$ cat src/rtl/genhier_pack_seq.sv
// Packs the enabled fields of a 128-bit word (alternating 3-bit/4-bit slots) densely, LSB-first.
// Latency: accept at edge T, result valid after edge T+NFIELDS; one slot per cycle regardless of mask.
// Backpressure: result is held stable in DONE until out_ready; no new request accepted while busy.
//
// Ports:
//   clk, rst_n              - clock (rising edge), asynchronous active-low reset
//   in_valid/in_ready       - request handshake; in_ready high only in IDLE
//   in_data, in_mask        - source word and per-slot enable, captured at accept
//   out_valid/out_ready     - result handshake
//   out_data, out_len       - packed bits (zero above out_len) and their count
//   busy, field_idx         - walking/done indicator, slot currently being walked
module genhier_pack_seq #(
    parameter int NFIELDS = 8
) (
    input  logic               clk,
    input  logic               rst_n,
    input  logic               in_valid,
    output logic               in_ready,
    input  logic [127:0]       in_data,
    input  logic [NFIELDS-1:0] in_mask,
    output logic               out_valid,
    input  logic               out_ready,
    output logic [127:0]       out_data,
    output logic [7:0]         out_len,
    output logic               busy,
    output logic [5:0]         field_idx
);

    typedef enum logic [1:0] {
        S_IDLE,
        S_WALK,
        S_DONE
    } state_t;

    localparam logic [5:0] LAST_IDX = 6'(NFIELDS - 1);

    state_t             state;
    logic [127:0]       data_q;
    logic [NFIELDS-1:0] mask_q;
    logic [127:0]       acc;
    logic [7:0]         wofs;

    logic [4:0]   pair;
    logic [7:0]   src_lsb;
    logic [3:0]   fld;
    logic [7:0]   fld_w;
    logic         fld_en;
    logic [127:0] acc_next;
    logic [7:0]   ofs_next;

    // Slot geometry from the index: each slot pair spans 7 bits, the odd
    // slot of a pair sits 3 bits above the even one.
    always_comb begin
        pair     = field_idx[5:1];
        src_lsb  = {pair, 3'b000} - {3'b000, pair} + (field_idx[0] ? 8'd3 : 8'd0);
        fld      = 4'(data_q >> src_lsb);
        if (!field_idx[0]) begin
            fld[3] = 1'b0;
        end
        fld_w    = field_idx[0] ? 8'd4 : 8'd3;
        fld_en   = 1'(mask_q >> field_idx);
        acc_next = acc;
        ofs_next = wofs;
        if (fld_en) begin
            acc_next = acc | ({124'd0, fld} << wofs);
            ofs_next = wofs + fld_w;
        end
    end

    always_ff @(posedge clk or negedge rst_n) begin
        if (!rst_n) begin
            state     <= S_IDLE;
            data_q    <= '0;
            mask_q    <= '0;
            acc       <= '0;
            wofs      <= '0;
            field_idx <= '0;
            in_ready  <= 1'b1;
            out_valid <= 1'b0;
            out_data  <= '0;
            out_len   <= '0;
            busy      <= 1'b0;
        end else begin
            case (state)
                S_IDLE: begin
                    if (in_valid) begin
                        data_q    <= in_data;
                        mask_q    <= in_mask;
                        acc       <= '0;
                        wofs      <= '0;
                        field_idx <= '0;
                        in_ready  <= 1'b0;
                        busy      <= 1'b1;
                        state     <= S_WALK;
                    end
                end
                S_WALK: begin
                    acc  <= acc_next;
                    wofs <= ofs_next;
                    if (field_idx == LAST_IDX) begin
                        // Result registers load from the final slot's update so
                        // they are valid on the same edge DONE is entered.
                        field_idx <= '0;
                        out_data  <= acc_next;
                        out_len   <= ofs_next;
                        out_valid <= 1'b1;
                        state     <= S_DONE;
                    end else begin
                        field_idx <= field_idx + 6'd1;
                    end
                end
                S_DONE: begin
                    if (out_ready) begin
                        out_valid <= 1'b0;
                        busy      <= 1'b0;
                        in_ready  <= 1'b1;
                        state     <= S_IDLE;
                    end
                end
                default: begin
                    state     <= S_IDLE;
                    field_idx <= '0;
                    out_valid <= 1'b0;
                    busy      <= 1'b0;
                    in_ready  <= 1'b1;
                end
            endcase
        end
    end

endmodule

$ cat config.mk
export PLATFORM = sky130hd
export DESIGN_NAME = genhier_pack_seq
export DESIGN_NICKNAME = d
export VERILOG_FILES = /design/src/rtl/genhier_pack_seq.sv
export SDC_FILE = /design/constraint.sdc
export NUM_CORES = 1
export LEC_CHECK = 0
export BUFFER_PORTS_ARGS = -buffer_cell sky130_fd_sc_hd__buf_4
export CORE_MARGIN = 2
export CORE_UTILIZATION = 45
export CTS_CLUSTER_SIZE = 10
export DETAILED_ROUTE_END_ITERATION = 10
export GPL_ROUTABILITY_DRIVEN = 0
export MAX_ROUTING_LAYER = met4
export SYNTH_ARGS = -nofsm -noshare
export SYNTH_HDL_FRONTEND = slang
export SYNTH_SLANG_ARGS = --single-unit
$ cat constraint.sdc
create_clock -name clk -period 5.6 [get_ports clk]
set_input_delay 0 -clock clk [delete_from_list [all_inputs] [get_ports clk]]
set_output_delay 0 -clock clk [all_outputs]
set_load 0.05 [all_outputs]
Word level (Yosys, flattened, before mapping)
Index checks and enable logic that the tools add are counted.
{"block": "totals", "register_bits": 419, "inputBits": 140, "out_inout_bits": 145, "word_cells": 61}
{"block": "classes", "n_addsub": 4, "n_eq_ne": 6, "n_shift": 3, "n_mux": 24, "bitwise": 4, "n_reduce_logical": 9}
{"op": "128-bit two-way mux", "n": 2}
{"op": "128-bit case mux with 2 select lines", "n": 1}
{"op": "128-bit OR", "n": 1}
{"op": "4-bit by 8-bit left shift with 128-bit output", "n": 1}
{"op": "128-bit by 8-bit right shift with 4-bit output", "n": 1}
{"op": "6-bit case mux with 3 select lines", "n": 1}
{"op": "8-bit two-way mux", "n": 2}
{"op": "8-bit case mux with 2 select lines", "n": 1}
{"op": "6-bit two-way mux", "n": 2}
{"op": "1-bit case mux with 3 select lines", "n": 3}
{"op": "3-bit AND reduction", "n": 3}
{"op": "8-bit by 2-bit adder with 8-bit output", "n": 1}
{"op": "8-bit by 3-bit adder with 8-bit output", "n": 1}
{"op": "2-bit two-way mux", "n": 4}
{"op": "2-bit AND reduction", "n": 4}
{"op": "8-bit by 6-bit right shift with 1-bit output", "n": 1}
{"op": "8-bit by 5-bit subtractor with 8-bit output", "n": 1}
{"op": "6-bit by 1-bit adder with 6-bit output, second input constant", "n": 1}
{"op": "6-bit by 3-bit equality test with 1-bit output, second input constant", "n": 1}
{"op": "1-bit two-way mux", "n": 6}
{"op": "2-bit inequality test, second input constant", "n": 3}
{"op": "2-bit case mux with 3 select lines", "n": 1}
{"op": "3-bit two-way mux", "n": 1}
{"op": "1-bit NOT", "n": 3}
{"op": "other kinds (4)", "n": 4}

Logic depth before layout (Yosys ltp)
Gate-level depths: netlist of the first run.
{"block": "logic_depth", "depth_word": 8, "ltp_mapped": 19, "depth_no_buf": 14}

Worst setup path after synthesis of the first run
Ideal clock, no wire load.
{"block": "synth_timing", "kind": "reg2reg", "start": "register field_idx[0]", "end": "register acc[22]", "setup_ps": 136, "t_arrival_ps": 4336, "required_time_ps": 5464, "slack_ps": 1128, "stages_incl_launch_ff": 19, "path_buffers": 4, "synth_period_minus_slack_ps": 4472, "cell_sequence": "dfrtp_1 > clkbuf_1 > inv_1 > ha_1 > inv_1 > fa_1 > inv_1 > clkbuf_1 > clkbuf_1 > nand2_1 > a31oi_1 > o41ai_1 > nor4_1 > a31oi_1 > o211ai_1 > nand3_1 > mux2i_1 > buf_4 > o31ai_1"}
{"block": "synth_between", "elab_chain_len": 8, "word_cells_on_any_way": 9, "cone_classes": "1 x add/sub; 3 x shift; 4 x mux; 1 x bitwise"}
{"element": "start: declaration", "line": "26", "text": "output logic [5:0] field_idx"}
{"element": "start signal: assignment", "line": "109", "text": "field_idx <= field_idx + 6'd1;"}
{"element": "2-bit two-way mux", "line": "55", "text": "src_lsb = {pair, 3'b000} - {3'b000, pair} + (field_idx[0] ? 8'd3 : 8'd0);"}
{"element": "8-bit by 2-bit adder with 8-bit output", "line": "55"}
{"element": "128-bit by 8-bit right shift with 4-bit output", "line": "56", "text": "fld = 4'(data_q >> src_lsb);"}
{"element": "1-bit two-way mux", "line": "57", "text": "if (!field_idx[0]) begin"}
{"element": "4-bit by 8-bit left shift with 128-bit output", "line": "65", "text": "acc_next = acc | ({124'd0, fld} << wofs);"}
{"element": "128-bit OR", "line": "65"}
{"element": "128-bit two-way mux (*)", "line": "64", "text": "if (fld_en) begin"}
{"element": "128-bit case mux with 2 select lines (*)", "line": "84", "text": "case (state)"}
{"element": "end signal: assignment", "line": "98", "text": "acc <= acc_next;"}
{"element": "end: declaration", "line": "40", "text": "logic [127:0] acc;"}
Mark *: on every way between the ends. The rest lies on a longest branch, timed or not.
A chain may end at the register's enable or synchronous reset.

Worst setup path in the final report of the first run
{"block": "layout_timing", "start": "register field_idx[1]", "end": "register out_data[13]"}
{"block": "layout_between", "elab_chain_len": 7, "word_cells_on_any_way": 10, "cone_classes": "2 x add/sub; 1 x eq/ne; 3 x shift; 2 x mux; 1 x bitwise; 1 x reduce/logical"}
{"element": "8-bit by 5-bit subtractor with 8-bit output", "line": "55"}
{"element": "8-bit by 2-bit adder with 8-bit output", "line": "55"}
{"element": "128-bit by 8-bit right shift with 4-bit output", "line": "56"}
{"element": "1-bit two-way mux", "line": "57"}
{"element": "4-bit by 8-bit left shift with 128-bit output", "line": "65"}
{"element": "128-bit OR", "line": "65"}
{"element": "128-bit two-way mux", "line": "64"}
{"element": "end signal: assignment", "line": "104", "text": "out_data <= acc_next;"}
{"element": "end: declaration", "line": "23", "text": "output logic [127:0] out_data,"}
Several ways; a longest one is shown, not always the timed one.

==> impl_results.html, run 1 <==
<table>
<tr><th>Metric</th><th>Value</th></tr>
<tr><th colspan="2">Logic synthesis</th></tr>
<tr><td>Cell area after synthesis</td><td>22200 um^2</td></tr>
<tr><td>Synth async-reset ratio</td><td>100%</td></tr>
<tr><td>Distinct cell type count after synthesis</td><td>88</td></tr>
<tr><td>Post-synthesis sequential element count</td><td>419</td></tr>
<tr><td>Multiplexer share of the synthesized area</td><td>14.4%</td></tr>
<tr><td>Parity-gate share of the synthesized area counting xor and xnor cells</td><td>0.468%</td></tr>
<tr><td>Combinational family with the most area after synthesis</td><td>simple AND/OR/NAND/NOR gates</td></tr>
<tr><td>Fraction of the mapped netlist area in compound gates</td><td>15.5%</td></tr>
<tr><td>Post-synthesis simple-gate area fraction</td><td>17.5%</td></tr>
<tr><td>Mean Syn Cell Area</td><td>9.62 um^2</td></tr>
<tr><td>Nets in the synthesized netlist</td><td>2458</td></tr>
<tr><td>Adder and majority gate portion of the synthesized area</td><td>0.688%</td></tr>
<tr><td>Yosys warns</td><td>0</td></tr>
<tr><td>Most frequently used flop master after synthesis</td><td>sky130_fd_sc_hd__dfrtp_1</td></tr>
<tr><td>Post-synth EDFFs</td><td>0</td></tr>
<tr><td>Seq/Total Area, Yosys</td><td>47.2%</td></tr>
<tr><td>Gate count of the mapped netlist</td><td>2307</td></tr>
<tr><th colspan="2">Finish</th></tr>
<tr><td>Final layout net count</td><td>2810</td></tr>
<tr><td>Combined flip-flop and latch cell area</td><td>10500 um^2</td></tr>
<tr><td>Layout cells sized above 1</td><td>20.5%</td></tr>
<tr><td>Ant diodes</td><td>0</td></tr>
<tr><td>Footprint of the multi-input gates</td><td>10900 um^2</td></tr>
<tr><td>Number of filler instances in the final layout</td><td>4382</td></tr>
<tr><td>Area overhead of the layout relative to synthesis</td><td>24.2%</td></tr>
<tr><td>Leading cell type in the layout, fill and taps excluded</td><td>sky130_fd_sc_hd__nand2_1</td></tr>
<tr><td>Commonest cells after routing, fill and taps aside</td><td>690 x sky130_fd_sc_hd__nand2_1, 418 x sky130_fd_sc_hd__dfrtp_1, 329 x sky130_fd_sc_hd__buf_4, 179 x sky130_fd_sc_hd__o21ai_0, 139 x sky130_fd_sc_hd__dlygate4sd3_1</td></tr>
<tr><th colspan="2">Place</th></tr>
<tr><td>Dpl hpwl</td><td>48000 um</td></tr>
<tr><td>Port Buffers</td><td>284</td></tr>
<tr><td>Setup slack at placement</td><td>367 ps</td></tr>
<tr><th colspan="2">Outcome</th></tr>
<tr><td>Outcome</td><td>finished, final reports clean</td></tr>
<tr><th colspan="2">Floorplanning</th></tr>
<tr><td>Die span in y</td><td>226 um</td></tr>
<tr><td>Die area</td><td>51100 um^2</td></tr>
<tr><td>Die Wd</td><td>226 um</td></tr>
<tr><td>Effective utilization at floorplan</td><td>a little under half</td></tr>
<tr><td>Cell Rows</td><td>81</td></tr>
<tr><td>Top Ports</td><td>285</td></tr>
<tr><td>Area of the core region</td><td>48800 um^2</td></tr>
<tr><th colspan="2">Worst setup path</th></tr>
<tr><td>End of the worst register-to-register path</td><td>out_data[13]$_DFFE_PN0P_</td></tr>
<tr><td>Endpoint type of the worst setup path</td><td>flip-flop</td></tr>
<tr><td>Worst Path Arrival</td><td>5730 ps</td></tr>
<tr><td>Register-to-register path setup slack</td><td>370 ps</td></tr>
<tr><td>Worst Path Required</td><td>between 6000 and 7000 ps</td></tr>
<tr><td>Launch instance of the worst register-to-register path</td><td>field_idx[1]$_DFFE_PN0P_</td></tr>
<tr><td>Classification of the worst setup path</td><td>flip-flop to flip-flop</td></tr>
<tr><td>Kind of start point of the critical path</td><td>flip-flop</td></tr>
<tr><td>Worst-path fanout max</td><td>22</td></tr>
<tr><td>Count of cells along the worst register-to-register path</td><td>13</td></tr>
<tr><th colspan="2">Timing</th></tr>
<tr><td>Unrepaired setup endpoints after global routing</td><td>no</td></tr>
<tr><td>Final worst-path cycle share</td><td>93.4%</td></tr>
<tr><td>Pin slew with the least headroom to its limit</td><td>around 1100 ps</td></tr>
<tr><td>Number of hold violations in the final report</td><td>0</td></tr>
<tr><td>Least setup slack across all paths after layout</td><td>367 ps</td></tr>
<tr><td>Number of setup violations in the final report</td><td>0</td></tr>
<tr><td>Slew margin rel.</td><td>26.0%</td></tr>
<tr><td>Final slew viol count</td><td>0</td></tr>
<tr><td>Fin Clk Skew</td><td>30.0 ps</td></tr>
<tr><td>Aggregate negative setup slack</td><td>0 ps</td></tr>
<tr><td>Max Freq</td><td>0.191 GHz</td></tr>
<tr><td>Post-layout minimum cycle time</td><td>5230 ps</td></tr>
<tr><th colspan="2">Global routing</th></tr>
<tr><td>Aggregate global-route resource usage</td><td>28.5%</td></tr>
<tr><td>Pin count of the biggest net entering global routing</td><td>135</td></tr>
<tr><td>Total global routing overflow</td><td>0</td></tr>
<tr><td>First-pass GRT wire length</td><td>111000 um</td></tr>
<tr><td>Initial antenna violation count</td><td>0</td></tr>
<tr><td>Via count of the first global-routing pass</td><td>19400</td></tr>
<tr><th colspan="2">Clock network</th></tr>
<tr><td>Clock transition at the register clock pins on the worst setup and hold paths after CTS</td><td>60 ps</td></tr>
<tr><td>CTS tree</td><td>done</td></tr>
<tr><td>Total clock sinks</td><td>around 420</td></tr>
<tr><td>Maximum clock insertion buffer count</td><td>3</td></tr>
<tr><td>Setup Fix Bufs, Post-CTS</td><td>0</td></tr>
<tr><td>TritonCTS buffer count</td><td>between 40 and 50</td></tr>
<tr><td>Cell at the root of the clock tree</td><td>sky130_fd_sc_hd__clkbuf_16</td></tr>
<tr><td>Level count of the clock H-tree</td><td>2</td></tr>
<tr><td>Post-CTS resize count</td><td>0</td></tr>
<tr><td>Worst skew pair latency</td><td>600 ps</td></tr>
<tr><th colspan="2">Routing</th></tr>
<tr><td>Number of DRC markers in iteration 0</td><td>slightly above 2000</td></tr>
<tr><td>Drt drc</td><td>0</td></tr>
<tr><td>Wire length reported by the detailed router</td><td>70700 um</td></tr>
<tr><td>Total number of vias</td><td>19500</td></tr>
<tr><td>Number of nets with antenna violations after detailed routing</td><td>0</td></tr>
<tr><td>First-pass DRT Iterations</td><td>6</td></tr>
<tr><td>Via count normalized by instance count</td><td>~5.9</td></tr>
<tr><td>Detailed-route wire length per cell</td><td>roughly 21 um</td></tr>
<tr><th colspan="2">Power</th></tr>
<tr><td>PD cells</td><td>713 nW/um^2</td></tr>
<tr><td>Static leakage</td><td>around 0.013 uW</td></tr>
<tr><td>Maximum vdd drop</td><td>between 300 and 400 uV</td></tr>
<tr><th colspan="2">Hold path</th></tr>
<tr><td>Type of the most critical hold path</td><td>primary input to async pin</td></tr>
<tr><th colspan="2">Job</th></tr>
<tr><td>Max capacitance violation total</td><td>0</td></tr>
</table>
synthesized netlist by cell type (all sizes together), types with 10 or more instances:
cell type | number | area (um^2)
clkbuf | 109 | 410
nand4 | 12 | 75.1
o211ai | 46 | 365
buf | 64 | 453
inv | 21 | 78.8
a31oi | 26 | 169
o22ai | 18 | 139
nand2 | 692 | 2600
nand3 | 40 | 205
xnor2 | 10 | 95.1
nor3 | 23 | 115
o31ai | 40 | 300
o21ai | 187 | 947
mux2i | 118 | 1180
a21oi | 72 | 364
dfrtp | 418 | 10500
mux2 | 16 | 180
mux4 | 81 | 1820
nor2 | 133 | 509
o41ai | 28 | 395
nor2b | 11 | 68.8
a211oi | 21 | 168
cells by family after synthesis:
family                   count (synthesis)
adder cells (fa/ha/maj)                 11
AND/OR/NAND/NOR                        955
flip-flops                             419
XOR/XNOR                                11
AO/OA/AOI/OAI                          501
multiplexers                           215
buffers and inverters                  195
power breakdown:
part,internal (uW),switching [uW],leakage [uW]
sequential,3930,1110,0.00551
combinational,4410,7440,0.00691
clock,1580,1190,0.000646
state kept, by name (all words and copies together), names as in the netlist:
| register | cells |
|---|---|
| state | 2 |
| data_q | 128 |
| in_ready | 1 |
| wofs | 8 |
| field_idx | 6 |
| out_len | 8 |
| out_data | 128 |
| mask_q | 8 |
| acc | 128 |
| busy | 1 |
| out_valid | 1 |
layer usage:
| layer | routed length, um | global-route usage (%) | share of wire [%] |
|---|---|---|---|
| met5 | 0 | - | 0 |
| met2 | 35200 | 47.0 | 50 |
| met3 | 4070 | 3.72 | 5.8 |
| met1 | 29200 | 36.5 | 41 |
| met4 | 2220 | 9.27 | 3.1 |
worst max path at each step:
stage | to | cells past startpoint | start
final | out_data[13]$_DFFE_PN0P_ | 13 | field_idx[1]$_DFFE_PN0P_
after floorplan | acc[22]$_DFFE_PN0P_ | 18 | field_idx[0]$_DFFE_PN0P_
after detailed placement | acc[24]$_DFFE_PN0P_ | 15 | field_idx[1]$_DFFE_PN0P_
after CTS | acc[24]$_DFFE_PN0P_ | 15 | field_idx[1]$_DFFE_PN0P_
after global placement | out_data[104]$_DFFE_PN0P_ | 14 | field_idx[1]$_DFFE_PN0P_
after global routing | out_data[13]$_DFFE_PN0P_ | 13 | field_idx[1]$_DFFE_PN0P_
per-stage QoR:
step	area [um^2]	cells	util (%)	hold slack (ps)	power, uW
3_3_place_gp	24800	3133	50.9	55.0	16500
4_1_cts	27500	3330	56.4	25.4	19500
5_1_grt	27600	3331	56.4	77.7	20800
3_5_place_dp	24800	3133	50.9	58.9	16600
6_report	27600	3331	56.4	19.9	19700
2_1_floorplan	22200	2307	-	-296	13300
final cells by class:
class / count / share of cell area (%)
flip-flops and latches: 419 / 38.0
inverters: 22 / 0.300
well taps: 664 / 3.01
multi-input cells: 1694 / 39.5
repair buffers: 474 / 14.4
clock buffers: 55 / 4.60
clock inverters: 3 / 0.163
critical path, cell delays in order, from the launching register on:
cell	delay (ps)
sky130_fd_sc_hd__dfrtp_1	570
sky130_fd_sc_hd__ha_1	220
sky130_fd_sc_hd__inv_1	50
sky130_fd_sc_hd__fa_2	460
sky130_fd_sc_hd__nand4b_1	190
sky130_fd_sc_hd__o211a_1	710
sky130_fd_sc_hd__nand3_1	410
sky130_fd_sc_hd__a221oi_1	360
sky130_fd_sc_hd__a311oi_1	100
sky130_fd_sc_hd__a21oi_1	410
sky130_fd_sc_hd__o31ai_1	210
sky130_fd_sc_hd__o22ai_2	680
sky130_fd_sc_hd__o2111ai_1	430
sky130_fd_sc_hd__o21ai_0	330
what timing repair did:
item / CTS / global route
endpoints found under the hold margin: 223 / 0
hold buffers: 139 / 0
setup endpoints to repair: 0 / 16
Power figures use the tool's default switching activity.
==> run 2: changes to the inputs <==
--- a/config.mk
+++ b/config.mk
@@ -6,8 +6,10 @@
 export NUM_CORES = 1
 export LEC_CHECK = 0
 export BUFFER_PORTS_ARGS = -buffer_cell sky130_fd_sc_hd__buf_4
+export CORE_ASPECT_RATIO = 1.25
 export CORE_MARGIN = 2
 export CORE_UTILIZATION = 45
+export CTS_CLUSTER_DIAMETER = 60
 export CTS_CLUSTER_SIZE = 10
 export DETAILED_ROUTE_END_ITERATION = 10
 export GPL_ROUTABILITY_DRIVEN = 0
==> run 2 against run 1 <==
Maximum frequency is 2.6% higher. Total power is 1.0% lower. Via count is 0.90% lower. Wire length is 1.5% lower. Largest cell class unchanged. Largest power group unchanged.
==> impl_results.html, run 2 (synthesis gave the netlist of run 1 again) <==
<table>
<tr><th>Metric</th><th>Value</th></tr>
<tr><th colspan="2">Finish</th></tr>
<tr><td>Ant diodes</td><td>0 (unchanged)</td></tr>
<tr><td>Final layout net count</td><td>2802 (-0.28%)</td></tr>
<tr><td>Layout cells sized above 1</td><td>20.3% (-0.23 points)</td></tr>
<tr><td>Leading cell type in the layout, fill and taps excluded</td><td>sky130_fd_sc_hd__nand2_1</td></tr>
<tr><td>Commonest cells after routing, fill and taps aside</td><td>690 x sky130_fd_sc_hd__nand2_1, 418 x sky130_fd_sc_hd__dfrtp_1, 321 x sky130_fd_sc_hd__buf_4, 179 x sky130_fd_sc_hd__o21ai_0, 139 x sky130_fd_sc_hd__dlygate4sd3_1</td></tr>
<tr><td>Post-route cell area</td><td>27500 um^2 (-0.20%)</td></tr>
<tr><td>Largest registers</td><td>acc: 128 flops, data_q: 128 flops, out_data: 128 flops</td></tr>
<tr><td>Area overhead of the layout relative to synthesis</td><td>23.9%</td></tr>
<tr><td>Core occupancy in the finished layout</td><td>56.1% (-0.37 points)</td></tr>
<tr><td>Number of filler instances in the final layout</td><td>4420 (+0.87%)</td></tr>
<tr><th colspan="2">Floorplanning</th></tr>
<tr><td>Area of the core region</td><td>49100 um^2 (+0.46%)</td></tr>
<tr><td>Top Ports</td><td>285 (unchanged)</td></tr>
<tr><td>Effective utilization at floorplan</td><td>45.2% (-0.21 points)</td></tr>
<tr><td>Die span in y</td><td>252 um (+12%)</td></tr>
<tr><td>Die area</td><td>51100 um^2 (about the same)</td></tr>
<tr><td>Die Wd</td><td>203 um (-10%)</td></tr>
<tr><td>Cell Rows</td><td>91 (+12%)</td></tr>
<tr><th colspan="2">Routing</th></tr>
<tr><td>Detailed-route wire length per cell</td><td>21.0 um (-0.98%)</td></tr>
<tr><td>Via count normalized by instance count</td><td>5.83 (-0.39%)</td></tr>
<tr><td>Number of DRC markers in iteration 0</td><td>1553 (-24%)</td></tr>
<tr><td>Number of nets with antenna violations after detailed routing</td><td>0 (unchanged)</td></tr>
<tr><td>Total number of vias</td><td>19300 (-0.90%)</td></tr>
<tr><td>Wire length reported by the detailed router</td><td>69600 um (-1.5%)</td></tr>
<tr><td>First-pass DRT Iterations</td><td>6 (unchanged)</td></tr>
<tr><td>Drt drc</td><td>0 (unchanged)</td></tr>
<tr><th colspan="2">Power</th></tr>
<tr><td>Maximum vdd drop</td><td>563 uV (+67%)</td></tr>
<tr><td>Net Switching</td><td>9600 uW (-1.5%)</td></tr>
<tr><td>Switching share of total power</td><td>49.3% (-0.20 points)</td></tr>
<tr><td>PD cells</td><td>707 nW/um^2 (-0.85%)</td></tr>
<tr><td>Clock Power Share</td><td>14.4% (+0.3 points)</td></tr>
<tr><td>Internal Pwr Total</td><td>9860 uW (-0.65%)</td></tr>
<tr><td>Static leakage</td><td>0.0130 uW (-0.33%)</td></tr>
<tr><td>Comb pwr share</td><td>60.0% (-0.3 points)</td></tr>
<tr><td>Proportion of power drawn by flip-flops and latches</td><td>25.6% (about the same)</td></tr>
<tr><th colspan="2">Clock network</th></tr>
<tr><td>Clock transition at the register clock pins on the worst setup and hold paths after CTS</td><td>60 ps (about the same)</td></tr>
<tr><td>Level count of the clock H-tree</td><td>2 (unchanged)</td></tr>
<tr><td>Cell at the root of the clock tree</td><td>sky130_fd_sc_hd__clkbuf_16</td></tr>
<tr><td>Total clock sinks</td><td>419 (unchanged)</td></tr>
<tr><td>TritonCTS buffer count</td><td>48 (unchanged)</td></tr>
<tr><td>CTS tree</td><td>done</td></tr>
<tr><td>Worst skew pair latency</td><td>590 ps (about the same)</td></tr>
<tr><td>Maximum clock insertion buffer count</td><td>3 (unchanged)</td></tr>
<tr><th colspan="2">Global routing</th></tr>
<tr><td>Initial antenna violation count</td><td>0 (unchanged)</td></tr>
<tr><td>Aggregate global-route resource usage</td><td>28.0% (-0.47 points)</td></tr>
<tr><td>Via count of the first global-routing pass</td><td>19200 (-0.95%)</td></tr>
<tr><td>Total global routing overflow</td><td>0 (unchanged)</td></tr>
<tr><td>First-pass GRT wire length</td><td>109000 um (-1.1%)</td></tr>
<tr><td>Pin count of the biggest net entering global routing</td><td>146 (+8.1%)</td></tr>
<tr><th colspan="2">Worst setup path</th></tr>
<tr><td>Instance count on the critical path</td><td>14 (+1)</td></tr>
<tr><td>Most frequent CP cell</td><td>sky130_fd_sc_hd__o21ai_0</td></tr>
<tr><td>CP Buf/Inv Count</td><td>2 (+1)</td></tr>
<tr><td>Endpoint type of the worst setup path</td><td>flip-flop</td></tr>
<tr><td>Worst Path Arrival</td><td>5550 ps (-180 ps)</td></tr>
<tr><td>Worst Path Required</td><td>6050 ps (-50 ps)</td></tr>
<tr><td>Highest cell delay on the worst timing path</td><td>640 ps (-70 ps)</td></tr>
<tr><td>Register-to-register path setup slack</td><td>500 ps (+130 ps)</td></tr>
<tr><td>Worst-path fanout max</td><td>19 (-14%)</td></tr>
<tr><td>Kind of start point of the critical path</td><td>flip-flop</td></tr>
<tr><td>Classification of the worst setup path</td><td>flip-flop to flip-flop</td></tr>
<tr><td>Count of cells along the worst register-to-register path</td><td>14 (+1)</td></tr>
<tr><td>Kind of cell with the highest combined delay on the critical path</td><td>compound AO/OA/AOI/OAI gates</td></tr>
<tr><td>Worst setup path startpoint</td><td>field_idx[1]$_DFFE_PN0P_</td></tr>
<tr><td>Slowest cell on crit path</td><td>sky130_fd_sc_hd__dfrtp_1</td></tr>
<tr><td>End of the worst register-to-register path</td><td>out_data[93]$_DFFE_PN0P_</td></tr>
<tr><td>Ordered list of cells on the worst path</td><td>ha_1 -&gt; inv_1 -&gt; fa_2 -&gt; xnor2_4 -&gt; buf_4 -&gt; mux2_2 -&gt; o22ai_1 -&gt; o21ai_0 -&gt; a311oi_1 -&gt; a21oi_1 -&gt; o31ai_1 -&gt; o22ai_2 -&gt; o2111ai_1 -&gt; o21ai_0</td></tr>
<tr><td>Worst setup path endpoint</td><td>out_data[93]$_DFFE_PN0P_</td></tr>
<tr><td>Launch instance of the worst register-to-register path</td><td>field_idx[1]$_DFFE_PN0P_</td></tr>
<tr><th colspan="2">Timing</th></tr>
<tr><td>Unrepaired setup endpoints after global routing</td><td>no</td></tr>
<tr><td>Slew margin rel.</td><td>22.5% (-3.5 points)</td></tr>
<tr><td>Number of hold violations in the final report</td><td>0 (unchanged)</td></tr>
<tr><td>Final worst-path cycle share</td><td>91.1% (-2.4 points)</td></tr>
<tr><td>Pin slew with the least headroom to its limit</td><td>1160 ps (+56.6 ps)</td></tr>
<tr><td>Post-layout minimum cycle time</td><td>5100 ps (-133 ps)</td></tr>
<tr><td>Aggregate negative setup slack</td><td>0 ps (unchanged)</td></tr>
<tr><td>Max Freq</td><td>0.196 GHz (+2.6%)</td></tr>
<tr><td>Worst Hold Slack</td><td>20.7 ps (+0.884 ps)</td></tr>
<tr><td>Number of setup violations in the final report</td><td>0 (unchanged)</td></tr>
<tr><td>Fin Clk Skew</td><td>28.9 ps (-1.13 ps)</td></tr>
<tr><td>Final slew viol count</td><td>0 (unchanged)</td></tr>
<tr><th colspan="2">Outcome</th></tr>
<tr><td>Outcome</td><td>finished, final reports clean</td></tr>
<tr><th colspan="2">Place</th></tr>
<tr><td>Dpl hpwl</td><td>47900 um (-0.23%)</td></tr>
<tr><td>Total placed instance area</td><td>24800 um^2 (-0.26%)</td></tr>
<tr><td>Port Buffers</td><td>284 (unchanged)</td></tr>
<tr><th colspan="2">Hold path</th></tr>
<tr><td>Type of the most critical hold path</td><td>primary input to async pin</td></tr>
<tr><th colspan="2">Job</th></tr>
<tr><td>Max capacitance violation total</td><td>0 (unchanged)</td></tr>
</table>
## run 2: what timing repair did
item	CTS	global route
buffers inserted	0	0
resized for setup	0	0
hold buffers	139	0
endpoints found under the hold margin	230	0
## run 2: metal layers
layer	vias to the layer above	track usage [%]	share of wire [%]
met2	725	48.1	52
met5	-	-	0
met4	0	11.2	4.1
met3	187	3.56	5.0
met1	9564	33.5	39
li1	8849	-	-
## run 2: area by class of cell
type                       instances  area [um^2]  share of cell area, %
timing repair buffer             467         3940                   14.3
clock inverter                     3         55.1                  0.200
sequential                       419        10500                   38.1
clock buffer                      59         1280                   4.67
multi-input combinational       1693        10800                   39.4
inverter                          22         82.6                  0.300
tap                              651          815                   2.96
## run 2: worst min-delay path by stage
stage	startpoint	endpoint	slack [ps]
floorplan	rst_n	acc[0]$_DFFE_PN0P_	-300
global placement	rst_n	out_data[26]$_DFFE_PN0P_	70
detailed placement	rst_n	out_data[10]$_DFFE_PN0P_	70
CTS	rst_n	out_data[6]$_DFFE_PN0P_	50
global route	rst_n	out_data[24]$_DFFE_PN0P_	70
finish	rst_n	out_data[24]$_DFFE_PN0P_	20
## run 2: metrics by stage
| stage | std cells | setup WS, ps | power [uW] |
|---|---|---|---|
| finish | 3314 | 500 | 19500 |
| global route | 3314 | 146 | 20600 |
| CTS | 3314 | 572 | 19400 |
| detailed placement | 3113 | 594 | 16500 |
| global placement | 3113 | 688 | 16400 |
| floorplan | 2307 | 1130 | 13300 |
## run 2: power groups by stage
| stage | clock network, uW | logic (uW) | registers, uW |
|---|---|---|---|
| CTS | 2860 | 11600 | 4980 |
| floorplan | 0 | 7620 | 5730 |
| detailed placement | 0 | 11500 | 5030 |
| global route | 2990 | 12500 | 5100 |
| finish | 2800 | 11700 | 4980 |
| global placement | 0 | 11400 | 5000 |
